[src/rtl/avalon_debounce_pio_pkg.sv]
// Shared constants for the debounced pushbutton/DIP-switch PIO:
// register word addresses, edge-capture selections and bus read latency.
package avalon_debounce_pio_pkg;

  localparam logic [1:0] ADDR_DATA    = 2'd0;
  localparam logic [1:0] ADDR_RSVD    = 2'd1;
  localparam logic [1:0] ADDR_IRQMASK = 2'd2;
  localparam logic [1:0] ADDR_EDGECAP = 2'd3;

  localparam int EDGE_RISE = 0;
  localparam int EDGE_FALL = 1;
  localparam int EDGE_ANY  = 2;

  localparam int RD_LATENCY = 1;

  // Edge event for one bit given its current and one-cycle-old debounced value.
  function automatic logic edge_event(input int etype, input logic cur, input logic prev);
    logic ev;
    case (etype)
      EDGE_RISE: ev = cur & ~prev;
      EDGE_FALL: ev = ~cur & prev;
      default:   ev = cur ^ prev;
    endcase
    return ev;
  endfunction

endpackage

[src/rtl/avalon_debounce_pio_debounce_bit.sv]
// One input bit: 2-FF synchroniser, 3-deep tick-sampled history and the
// debounced output. The output only moves when three consecutive tick
// samples agree, so glitches shorter than two tick periods never pass.
module avalon_debounce_pio_debounce_bit (
  input  logic clk,
  input  logic reset,
  input  logic tick,
  input  logic pad,
  output logic deb
);

  logic       sync_q1;
  logic       sync_q2;
  logic [2:0] hist;
  logic [2:0] hist_next;

  assign hist_next = {hist[1:0], sync_q2};

  // Two-flop synchroniser for the raw asynchronous pad.
  always_ff @(posedge clk or posedge reset) begin
    if (reset) begin
      sync_q1 <= 1'b0;
      sync_q2 <= 1'b0;
    end else begin
      sync_q1 <= pad;
      sync_q2 <= sync_q1;
    end
  end

  // On each tick shift in a sample; deb follows once the shifted history agrees.
  always_ff @(posedge clk or posedge reset) begin
    if (reset) begin
      hist <= 3'b000;
      deb  <= 1'b0;
    end else if (tick) begin
      hist <= hist_next;
      if ((&hist_next) && !deb) begin
        deb <= 1'b1;
      end else if (!(|hist_next) && deb) begin
        deb <= 1'b0;
      end
    end
  end

endmodule

[src/rtl/avalon_debounce_pio.sv]
// Avalon-MM responder for board pushbuttons/DIP switches: debounced input
// data, per-bit edge capture with write-1-to-clear, optional level irq.
// Macro AVALON_DEBOUNCE_PIO_IRQ_EN enables the IRQMASK register and irq;
// without it irq is tied low and IRQMASK reads 0 (EDGECAP still works for polling).
module avalon_debounce_pio
  import avalon_debounce_pio_pkg::*;
#(
  parameter int DATA_W          = 4,
  parameter int DEBOUNCE_CYCLES = 50000,
  parameter int EDGE_TYPE       = 1
) (
  input  logic              clk,
  input  logic              reset,
  input  logic [DATA_W-1:0] pad_in,
  input  logic              chipselect,
  input  logic [1:0]        address,
  input  logic              read,
  input  logic              write,
  input  logic [31:0]       writedata,
  output logic [31:0]       readdata,
  output logic              readdatavalid,
  output logic              irq
);

  localparam int CNT_W = $clog2(DEBOUNCE_CYCLES);
  localparam logic [CNT_W-1:0] CNT_LAST = CNT_W'(DEBOUNCE_CYCLES - 1);

  logic [CNT_W-1:0]  presc_cnt;
  logic              tick;
  logic [DATA_W-1:0] deb;
  logic [DATA_W-1:0] deb_d;
  logic [DATA_W-1:0] ev;
  logic [DATA_W-1:0] cap;
  logic [DATA_W-1:0] clr;
  logic [DATA_W-1:0] mask;
  logic              wr_en;
  logic              rd_en;
  logic [31:0]       rd_mux;
  logic              unused_wdata;

  // Upper writedata bits have no destination when DATA_W < 32.
  assign unused_wdata = ^writedata;

  // Free-running prescaler; tick marks the last count of each period.
  always_ff @(posedge clk or posedge reset) begin
    if (reset) begin
      presc_cnt <= '0;
    end else if (presc_cnt == CNT_LAST) begin
      presc_cnt <= '0;
    end else begin
      presc_cnt <= presc_cnt + CNT_W'(1);
    end
  end

  assign tick = (presc_cnt == CNT_LAST);

  for (genvar i = 0; i < DATA_W; i++) begin : g_bit
    avalon_debounce_pio_debounce_bit u_deb (
      .clk   (clk),
      .reset (reset),
      .tick  (tick),
      .pad   (pad_in[i]),
      .deb   (deb[i])
    );
    assign ev[i] = edge_event(EDGE_TYPE, deb[i], deb_d[i]);
  end

  // Write has priority: a simultaneous read is dropped and gets no valid pulse.
  assign wr_en = chipselect & write;
  assign rd_en = chipselect & read & ~write;
  assign clr   = (wr_en && (address == ADDR_EDGECAP)) ? writedata[DATA_W-1:0] : '0;

  // Delayed debounced copy for edge detection.
  always_ff @(posedge clk or posedge reset) begin
    if (reset) begin
      deb_d <= '0;
    end else begin
      deb_d <= deb;
    end
  end

  // Edge capture; a new event beats a same-cycle clear.
  always_ff @(posedge clk or posedge reset) begin
    if (reset) begin
      cap <= '0;
    end else begin
      cap <= ev | (cap & ~clr);
    end
  end

`ifdef AVALON_DEBOUNCE_PIO_IRQ_EN
  // Interrupt mask register.
  always_ff @(posedge clk or posedge reset) begin
    if (reset) begin
      mask <= '0;
    end else if (wr_en && (address == ADDR_IRQMASK)) begin
      mask <= writedata[DATA_W-1:0];
    end
  end

  // Registered level interrupt, one cycle behind the capture register.
  always_ff @(posedge clk or posedge reset) begin
    if (reset) begin
      irq <= 1'b0;
    end else begin
      irq <= |(cap & mask);
    end
  end
`else
  assign mask = '0;
  assign irq  = 1'b0;
`endif

  // Read data select, zero-extended to the bus width.
  always_comb begin
    rd_mux = '0;
    case (address)
      ADDR_DATA:    rd_mux[DATA_W-1:0] = deb;
      ADDR_IRQMASK: rd_mux[DATA_W-1:0] = mask;
      ADDR_EDGECAP: rd_mux[DATA_W-1:0] = cap;
      default:      rd_mux = '0;
    endcase
  end

  // Registered read response; readdata holds between reads.
  always_ff @(posedge clk or posedge reset) begin
    if (reset) begin
      readdata      <= '0;
      readdatavalid <= 1'b0;
    end else begin
      readdatavalid <= rd_en;
      if (rd_en) begin
        readdata <= rd_mux;
      end
    end
  end

endmodule

[config.mk]
export PLATFORM = sky130hd
export DESIGN_NAME = avalon_debounce_pio
export DESIGN_NICKNAME = d
export VERILOG_FILES = /design/src/rtl/avalon_debounce_pio_pkg.sv /design/src/rtl/avalon_debounce_pio_debounce_bit.sv /design/src/rtl/avalon_debounce_pio.sv
export SDC_FILE = /design/constraint.sdc
export NUM_CORES = 1
export LEC_CHECK = 0
export CORE_MARGIN = 1.5
export CORE_UTILIZATION = 45
export CTS_CLUSTER_SIZE = 8
export DETAILED_ROUTE_END_ITERATION = 6
export GPL_ROUTABILITY_DRIVEN = 1
export PLACE_DENSITY = 0.78
export SKIP_LAST_GASP = 1
export SLEW_MARGIN = 0
export SYNTH_ARGS = -nofsm -noshare
export SYNTH_HDL_FRONTEND = slang
export SYNTH_SLANG_ARGS = --single-unit
[constraint.sdc]
create_clock -name clk -period 4.4 [get_ports clk]
set_input_delay 0.88 -clock clk [delete_from_list [all_inputs] [get_ports clk]]
set_output_delay 0.88 -clock clk [all_outputs]
set_load 0.1 [all_outputs]
==> results of run 1 <==
==> state kept, by name, indices dropped and copies added, names as in the netlist <==
register,count
readdata,4
deb_d,4
g_bit.u_deb.hist,8
readdatavalid,1
g_bit.u_deb.sync_q1,4
presc_cnt,16
g_bit.u_deb.deb,4
cap,4
g_bit.u_deb.sync_q2,4
==> layout by cell type (no fill, tap or decap), types with 2 or more instances in the layout <==
| cell | n |
|---|---|
| a22oi_1 | 4 |
| xor2_1 | 6 |
| nand4_2 | 2 |
| o21ai_0 | 8 |
| dfrtp_1 | 49 |
| ha_1 | 3 |
| nand2_1 | 30 |
| xnor2_1 | 6 |
| inv_1 | 12 |
| nand4_1 | 4 |
| nor2_1 | 10 |
| o31ai_1 | 4 |
| clkbuf_8 | 5 |
| nand3_1 | 7 |
| nor3_2 | 4 |
| a31oi_1 | 4 |
| and4_1 | 3 |
| clkdlybuf4s50_1 | 19 |
| nor4_1 | 5 |
| conb_1 | 29 |
==> metal layers <==
layer	global-route usage [%]	up-vias
met4	6.173	0
li1	-	692
met2	25.03	37
met3	4.252	6
met1	18.62	661
met5	0	-
==> where the power goes <==
group / switching (W) / internal (W) / total, W
sequential: 0.00000609 / 0.000463 / 0.000469
clock: 0.000143 / 0.000165 / 0.000308
combinational: 0.000147 / 0.0000215 / 0.000168
total: 0.000295 / 0.000649 / 0.000945
==> area by class of cell <==
| type | count | area, µm² | share of cell area [%] |
|---|---|---|---|
| Clock inverter | 2 | 35.03 | 1.411 |
| Timing Repair Buffer | 19 | 190.2 | 7.657 |
| Clock buffer | 5 | 68.82 | 2.771 |
| Tap cell | 67 | 83.83 | 3.375 |
| Inverter | 13 | 48.80 | 1.965 |
| Multi-Input combinational cell | 142 | 830.8 | 33.45 |
| Sequential cell | 49 | 1226 | 49.37 |
==> cell families (layout without fill, tap and decap cells) <==
kind of cell	Yosys count	after routing	synth area share (%)
AOI/OAI and AO/OA	23	23	6.534
xor gates and xnor gates	12	12	4.651
adders and majority gates	3	3	1.661
buffers and inverters	46	39	13.62
DFF	49	49	54.26
other	1	29	0.1660
and+or+nand+nor	75	75	19.10
==> cell usage after synthesis (all sizes together) <==
cell    number
a22oi        4
a31oi        4
and2         1
and3         1
and4         3
and4bb       2
buf         33
conb         1
dfrtp       49
ha           3
inv         13
nand2       31
nand3        7
nand3b       1
nand4        6
nor2        11
nor3         5
nor4         6
nor4b        1
o21ai        9
o311ai       1
o31ai        4
o41ai        1
xnor2        6
xor2         6
==> final timing paths <==
check	to	depth (start not counted)	slack, ps	start
worst min register to register	g_bit[2].u_deb.sync_q2	0	350	g_bit[2].u_deb.sync_q1
worst max-delay path	readdata[2]	1	1730	readdata[2]
worst max register to register	g_bit[3].u_deb.deb	5	2420	presc_cnt[0]
worst min-delay path	g_bit[2].u_deb.sync_q2	0	350	g_bit[2].u_deb.sync_q1
max in group asynchronous	presc_cnt[14]	2	2680	reset
min in group asynchronous	presc_cnt[7]	2	1120	reset
==> per-stage QoR <==
stage                     std cells  total power, W  utilization [%]  cell area [µm²]
after global placement          290       0.0006447            49.73             2380
after CTS                       297       0.0009543            51.90             2484
final                           297       0.0009447            51.90             2484
after global routing            297       0.0009817            51.90             2484
after detailed placement        290       0.0006466            49.73             2380
after floorplan                 237       0.0006418                -             2365
==> summary.txt, run 1 <==
Drt
  • DRC errors left: 0
  • Antenna Nets Post-Route: 0
  • Wire per inst: between 10 and 15 µm
  • DR pass1 iterations: 4
  • Drt total wl: 3.432 mm
  • Iter 0 DRT Violations: 56
  • Routed wl met2: approximately 1.6 mm
  • Via density: ~4.7
  • Highest routed layer: met4
  • WL met3: ~150 µm
  • Via count: 1396
  • M1 WL: 1.599 mm

Synthesis
  • Area leader, netlist: dfrtp_1
  • Cells after Synth: 209
  • Avg Synthesized Cell Area: about 11 µm²
  • Yosys reg bits: 49
  • Top-area cell type share of the netlist area: a little over half
  • Synth area leaders: dfrtp_1 54%, buf_4 9.6%, nand2_1 5.0%
  • Yosys warnings: 0
  • Register area share after synthesis: 54.26%
  • Mapped cell area: 2260 µm²
  • Distinct cell type count of the synthesized netlist: 35

Timing
  • Setup violators final: 0
  • RSZ-0062 raised after global routing: no
  • Slew @ Worst Pin: between 900 and 1000 ps
  • Hold Fails Final Rpt: 0
  • Crit share post-route: about three fifths
  • Final WS setup: roughly 1700 ps
  • Slew Limit Fails: 0
  • Worst hold slack: between 300 and 400 ps
  • TNS Setup: 0 ps
  • Post-Route Skew: just under 7 ps
  • Slew HR: 34.99%
  • Period minus WS final: around 2700 ps
  • Achievable Freq: 0.3739 GHz

Die
  • Die width: 73.86 µm
  • I/O pin count: 77
  • Die area: 5455 µm²
  • Die Y: 73.86 µm
  • Initial Utilization: 47.22%
  • Core area: between 4000 and 5000 µm²
  • Cell row count: 25

Place
  • Post-place setup slack: slightly above 2000 ps
  • IO Port Bufs: 19
  • Final GP Congestion: ~0.83
  • HPWL Detailed: 2.311 mm

Critical path
  • Worst Path Arrival: ~1800 ps
  • Required time worst endpoint: approximately 3500 ps
  • Crit-path max cell delay: 1130 ps
  • Critical path peak fanout: 2
  • Startpoint types: flop
  • Slowest cell on crit path: clkdlybuf4s50_1
  • Top Family by Delay on Critical Path: buffers and inverters
  • WS Path Type: flop to primary output
  • Worst setup EP type: primary output
  • CP Buf/Inv Count: 1
  • Crit-path cells: clkdlybuf4s50_1

Global route
  • Largest net degree at the start of global routing: 50
  • Total Routing Usage GR: 15.14%
  • Initial antenna violation count: 0
  • Vias in the first global route: 1405
  • Total gr overflow: 0
  • First-pass GRT wire length: approximately 6.3 mm

CTS
  • TritonCTS clock tree: done
  • Clk buf depth: 2
  • PostCTS Resize Cnt: 0
  • TritonCTS Buffers: 5
  • Postcts setup bufs: 0
  • Clk_lat worst skew: 300 ps
  • Hold buffer count at cts: 0
  • H-tree depth: 2
  • Total clock sinks: 49
  • Worst-path clk slew: approximately 90 ps
  • CTS Root Cell: clkbuf_8

Power and ir drop
  • Power Density: 380.4 nW/µm²
  • LEAKAGE: 1.174 nW
  • Worst VDD drop: 0.0001532 V

Layout
  • Layout cells sized above 1: about 8.3%
  • Area delta synth->final: 9.911%
  • Fill cell total of the finished layout: approximately 440
  • Inserted Diodes: 0
  • Layout Nets: 276

Run status
  • Status: finished, final reports clean

Flow run
  • Number of max-cap violations: 0

Worst hold path
  • Worst min-delay path class: flop to flop
No activity file was read; power rests on OpenSTA's default activity.
==> run 2, diff against run 1 <==
- CORE_UTILIZATION: 45 -> 41
- PLACE_DENSITY: 0.78 -> 0.75
- clock period: 4.4 -> 2.42 ns (I/O delays scaled with it)
==> run 2 against run 1 <==
Register-to-register slack got worse by 1900 ps. Clock skew increased by 2.4 ps. Setup slack got worse by 1200 ps. Sequential share of layout area increased by 0.35 points. Flip-flop and latch count unchanged. Combinational power increased by 82%. Sequential power increased by 82%. Critical path depth increased by 4. Final cell count increased by 2.0%. Worst hold slack about the same. Highest routed layer unchanged.
==> summary.txt, run 2 (synthesized netlist as in run 1, its figures left out) <==
Run status
  • Status: finished, final reports clean

Critical path
  • Reg2reg path depth: 5
  • Register-to-Register Setup Slack: a little under 500 ps
  • Required time worst endpoint: 2640 ps
  • Crit-path cells: ha_1 -> and3_1 -> and4_1 -> a31oi_1 -> nor3_2
  • Top Family by Delay on Critical Path: simple AND/OR/NAND/NOR gates
  • WS Path Type: flop to flop
  • Worst Path Arrival: 2150 ps
  • Worst path depth: 5
  • FF-to-FF End: g_bit[1].u_deb.deb
  • CP Capture Point: g_bit[1].u_deb.deb
  • CP Buf/Inv Count: 0
  • Critical path peak fanout: 15
  • Slowest cell on crit path: and4_1
  • Worst Setup SP: presc_cnt[0]
  • Reg-to-Reg Start: presc_cnt[0]
  • Worst setup EP type: flop
  • Crit-path max cell delay: 600 ps
  • Startpoint types: flop

CTS
  • TritonCTS Buffers: 5
  • Clk_lat worst skew: 300 ps
  • Worst-path clk slew: 90 ps
  • Hold buffer count at cts: 0
  • Total clock sinks: 49
  • Clk buf depth: 2
  • Postcts setup bufs: 0
  • PostCTS Resize Cnt: 0
  • TritonCTS clock tree: done
  • CTS Root Cell: clkbuf_8
  • H-tree depth: 2

Global route
  • First-pass GRT wire length: 5.947 mm
  • Largest net degree at the start of global routing: 50
  • Total Routing Usage GR: roughly 13%
  • M2 GR Usage: 19.56%
  • Total gr overflow: 0
  • GRT busiest layer: met2
  • Initial antenna violation count: 0
  • Met1 usage: about 16%
  • Vias in the first global route: 1331
  • Grt met3 use: about 3.6%

Power and ir drop
  • Part of the power in registers: a little over half
  • LEAKAGE: 1.179 nW
  • Clk network pwr share: 28.1%
  • Cell-internal power: 0.001085 W
  • Sw Ratio: 32.67%
  • Net switching power: 0.0005266 W
  • Worst VDD drop: 0.0002430 V
  • Logic pwr share: 19.0%
  • Power Total: 0.001612 W
  • Power Density: 653.6 nW/µm²

Timing
  • RSZ-0062 raised after global routing: no
  • Period minus WS final: 1925 ps
  • Crit share post-route: about four fifths
  • Slew Limit Fails: 0
  • Slew @ Worst Pin: between 600 and 700 ps
  • Setup violators final: 0
  • Slew HR: approximately three fifths
  • TNS Setup: 0 ps
  • Post-Route Skew: 9.203 ps
  • Hold Fails Final Rpt: 0
  • Achievable Freq: 0.5195 GHz

Layout
  • Inserted Diodes: 0
  • Layout cells sized above 1: 10.30%
  • Area delta synth->final: 9.136%
  • Largest Register: presc_cnt
  • Layout Nets: roughly 280
  • Max reg flops: 16
  • Commonest non-fill, non-tap cell in the layout: dfrtp_1
  • Fill cell total of the finished layout: between 400 and 500
  • Largest regs: presc_cnt: 16 flops, g_bit.u_deb.hist: 8 flops
  • Design area: 2466 µm²
  • Most frequent cells in the layout: 49 x dfrtp_1, 30 x nand2_1, 29 x conb_1

Die
  • Die Y: 77.24 µm
  • Cell row count: 26
  • Die area: between 5000 and 6000 µm²
  • Core area: roughly 5200 µm²
  • I/O pin count: 77
  • Die width: 77.24 µm
  • Initial Utilization: 43.41%

Drt
  • DRC errors left: 0
  • Via density: 4.597
  • Antenna Nets Post-Route: 0
  • Drt total wl: 3.435 mm
  • Wire per inst: 11.34 µm
  • DR pass1 iterations: 5
  • Iter 0 DRT Violations: 58
  • Via count: 1393

Flow run
  • Number of max-cap violations: 0

Place
  • IO Port Bufs: 19
  • Placed cell area: roughly 2400 µm²
  • HPWL Detailed: 2.348 mm
  • Final GP Congestion: between 0.8 and 0.9

Worst hold path
  • Worst min-delay path class: flop to flop
## run 2: cell types whose count changed in the layout (fill, tap and decap cells not counted)
cell / before / now
clkbuf_1: 0 / 3
bufinv_16: 1 / 0
clkdlybuf4s50_1: 19 / 14
buf_4: 0 / 7
clkinv_2: 1 / 0
## run 2: worst min path at each step
stage / start / end / depth (start not counted)
2_1_floorplan: g_bit[0].u_deb.sync_q1 / g_bit[0].u_deb.sync_q2 / 0
3_3_place_gp: g_bit[2].u_deb.sync_q1 / g_bit[2].u_deb.sync_q2 / 0
3_5_place_dp: g_bit[3].u_deb.sync_q1 / g_bit[3].u_deb.sync_q2 / 0
4_1_cts: g_bit[3].u_deb.sync_q1 / g_bit[3].u_deb.sync_q2 / 0
5_1_grt: g_bit[3].u_deb.sync_q1 / g_bit[3].u_deb.sync_q2 / 0
6_report: g_bit[3].u_deb.sync_q1 / g_bit[3].u_deb.sync_q2 / 0
## run 2: area by class of cell
type / count / area [µm²] / area share [%]
Clock buffer: 8 / 80.08 / 3.247
Multi-Input combinational cell: 142 / 830.8 / 33.69
Timing Repair Buffer: 21 / 192.7 / 7.813
Tap cell: 70 / 87.58 / 3.551
Inverter: 13 / 48.80 / 1.979
Sequential cell: 49 / 1226 / 49.72
## run 2: through the flow
step	worst slack [ps]	hold WS [ps]	utilization, %	cells
6_report	495.0	353.0	47.38	303
5_1_grt	306.7	357.0	47.38	303
4_1_cts	501.6	354.3	47.38	303
3_5_place_dp	526.9	334.7	45.84	295
3_3_place_gp	583.7	332.7	45.84	295
2_1_floorplan	763.2	331.2	-	237
## run 2: power by group through the flow
stage / combinational [W] / clock [W] / sequential (W)
5_1_grt: 0.000321 / 0.000508 / 0.000855
4_1_cts: 0.000308 / 0.000470 / 0.000853
3_3_place_gp: 0.000305 / 0 / 0.000867
3_5_place_dp: 0.000307 / 0 / 0.000869
6_report: 0.000306 / 0.000453 / 0.000853
2_1_floorplan: 0.000266 / 0 / 0.000901
## run 2: routing by layer
metal | vias to the layer above | wire, µm
met2 | 45 | 1545
met4 | 0 | 74
met3 | 8 | 187
met1 | 643 | 1628
met5 | - | 0
li1 | 697 | -
==> run 3, diff against run 2 <==
- clock period: 2.42 -> 1.6 ns (I/O delays scaled with it)
==> run 3 against run 2 <==
Count of clock-buffer cells in the layout fell by 2. Largest power group unchanged. First-iteration DRC count up 38%. Highest routed layer unchanged. Sequential share of layout area is 6.4 points lower. Worst hold slack improved by 4.1 ps. Via count is 10% higher.
==> summary.txt, run 3 (synthesized netlist as in run 1, its figures left out) <==
Run status
  • Status: finished, final reports clean

Timing
  • Post-Route Skew: 6.344 ps
  • Setup violators final: 0
  • Crit share post-route: 96.09%
  • Period minus WS final: approximately 1500 ps
  • Slew Limit Fails: 0
  • Hold Fails Final Rpt: 0
  • Achievable Freq: 0.6504 GHz
  • Final WS setup: roughly 63 ps
  • RSZ-0062 raised after global routing: yes

Place
  • HPWL Detailed: 2.757 mm
  • IO Port Bufs: 19
  • Dpl cells: ~320
  • Final GP Congestion: between 0.7 and 0.8
  • Post-place setup slack: -45.61 ps

Global route
  • Vias in the first global route: around 1500
  • Total gr overflow: 0
  • Initial antenna violation count: 0
  • Total Routing Usage GR: 14.18%
  • Largest net degree at the start of global routing: 50
  • First-pass GRT wire length: roughly 6.6 mm

Power and ir drop
  • Sw Ratio: 30.79%
  • Logic pwr share: 18.1%
  • Part of the power in registers: 48.2%
  • Cell-internal power: 0.001861 W
  • Power Density: 951.1 nW/µm²
  • Worst VDD drop: ~0.00050 V
  • Net switching power: 0.0008280 W
  • LEAKAGE: between 1 and 1.5 nW
  • Clk network pwr share: 33.7%

CTS
  • Hold buffer count at cts: 0
  • TritonCTS clock tree: done
  • Total clock sinks: 49
  • TritonCTS Buffers: 5
  • CTS Root Cell: clkbuf_8
  • Worst-path clk slew: 90 ps
  • Clk buf depth: 2
  • Clk_lat worst skew: 300 ps
  • H-tree depth: 2

Drt
  • Highest routed layer: met4
  • DRC errors left: 0
  • Routed wl met2: roughly 2 mm
  • Via density: 4.729
  • M1 WL: 1.679 mm
  • Iter 0 DRT Violations: 80
  • DR pass1 iterations: 4
  • Wire per inst: 12.21 µm
  • WL met3: 200 µm
  • Antenna Nets Post-Route: 0
  • Drt total wl: 3.967 mm
  • Via count: 1537

Layout
  • Commonest non-fill, non-tap cell in the layout: dfrtp_1
  • Largest regs: presc_cnt: 16 flops, g_bit.u_deb.hist: 8 flops
  • Inserted Diodes: 0
  • Layout Nets: 300
  • Largest Register: presc_cnt
  • Layout cells sized above 1: a little under a quarter
  • Non-filler cells, final: roughly 330
  • Max reg flops: 16
  • Most frequent cells in the layout: 49 x dfrtp_1, 30 x nand2_1, 29 x conb_1
  • Fill cell total of the finished layout: 460
  • Area delta synth->final: 25.14%
  • Fin util: 54.33%

Critical path
  • WS Path Type: flop to flop
  • Critical path peak fanout: 13
  • Required time worst endpoint: 1830 ps
  • Worst Path Arrival: 1770 ps
  • Startpoint types: flop
  • Worst setup EP type: flop

Die
  • Die Y: 77.24 µm
  • I/O pin count: 77
  • Initial Utilization: 43.41%
  • Die width: 77.24 µm
  • Cell row count: 26
  • Core area: 5205 µm²
  • Die area: 5966 µm²

Flow run
  • Number of max-cap violations: 0

Worst hold path
  • Worst min-delay path class: input port to async pin
==> run 3: per-layer routing <==
| metal | up-vias | track usage (%) |
|---|---|---|
| li1 | 745 | - |
| met1 | 738 | 15.89 |
| met2 | 45 | 25.00 |
| met3 | 9 | 4.167 |
| met4 | 0 | 5.818 |
| met5 | - | 0 |
==> run 3: what timing repair did <==
item,in CTS,in global routing
resized for setup,1,11
pin swaps,0,2
hold endpoints to repair,0,0
setup buffers,0,1
setup endpoints to repair,4,13
==> run 3: final cells by class <==
cell class / count / area (µm²) / share of cell area, %
timing repair buffer: 43 / 445.4 / 15.75
tap: 70 / 87.58 / 3.097
multi-input combinational: 142 / 899.6 / 31.81
clock inverter: 2 / 37.54 / 1.327
clock buffer: 6 / 82.58 / 2.920
inverter: 13 / 48.80 / 1.726
sequential: 49 / 1226 / 43.36
==> run 3: power groups by stage <==
stage | combinational, W | clock [W] | sequential (W)
after floorplan | 0.000402 | 0 | 0.00136
after global placement | 0.000485 | 0 | 0.00132
after detailed placement | 0.000489 | 0 | 0.00132
after CTS | 0.000489 | 0.000929 | 0.00129
after global routing | 0.000509 | 0.000969 | 0.00130
final | 0.000487 | 0.000906 | 0.00130
==> run 3: path summary, 6_finish.rpt <==
path                                         from                endpoint  slack (ps)  cells past startpoint
setup / recovery                     presc_cnt[7]      g_bit[3].u_deb.deb          60                      5
hold / removal                              reset                  cap[0]         360                      3
setup reg to reg                     presc_cnt[7]      g_bit[3].u_deb.deb          60                      5
hold reg to reg            g_bit[2].u_deb.sync_q1  g_bit[2].u_deb.sync_q2         360                      0
max in group asynchronous                   reset           readdatavalid        1010                      3
min in group clk           g_bit[2].u_deb.sync_q1  g_bit[2].u_deb.sync_q2         360                      0
==> run 3: worst max-delay path: stages (launching register included) <==
cell and delay [ps]:
dfrtp_1 410, nor4b_4 380, and4_4 300, buf_12 140, a31oi_2 110, nor3_2 120
==> run 3: through the flow <==
step / setup TNS (ps) / hold WS, ps / power [W] / instance area [µm²]
detailed placement: -45.72 / 339.6 / 0.001807 / 2631
finish: 0 / 357.1 / 0.002689 / 2828
global placement: 0 / 331.7 / 0.001801 / 2631
CTS: -72.66 / 358.4 / 0.002712 / 2758
global route: -60.14 / 373.7 / 0.002778 / 2828
floorplan: 0 / 331.2 / 0.001765 / 2365
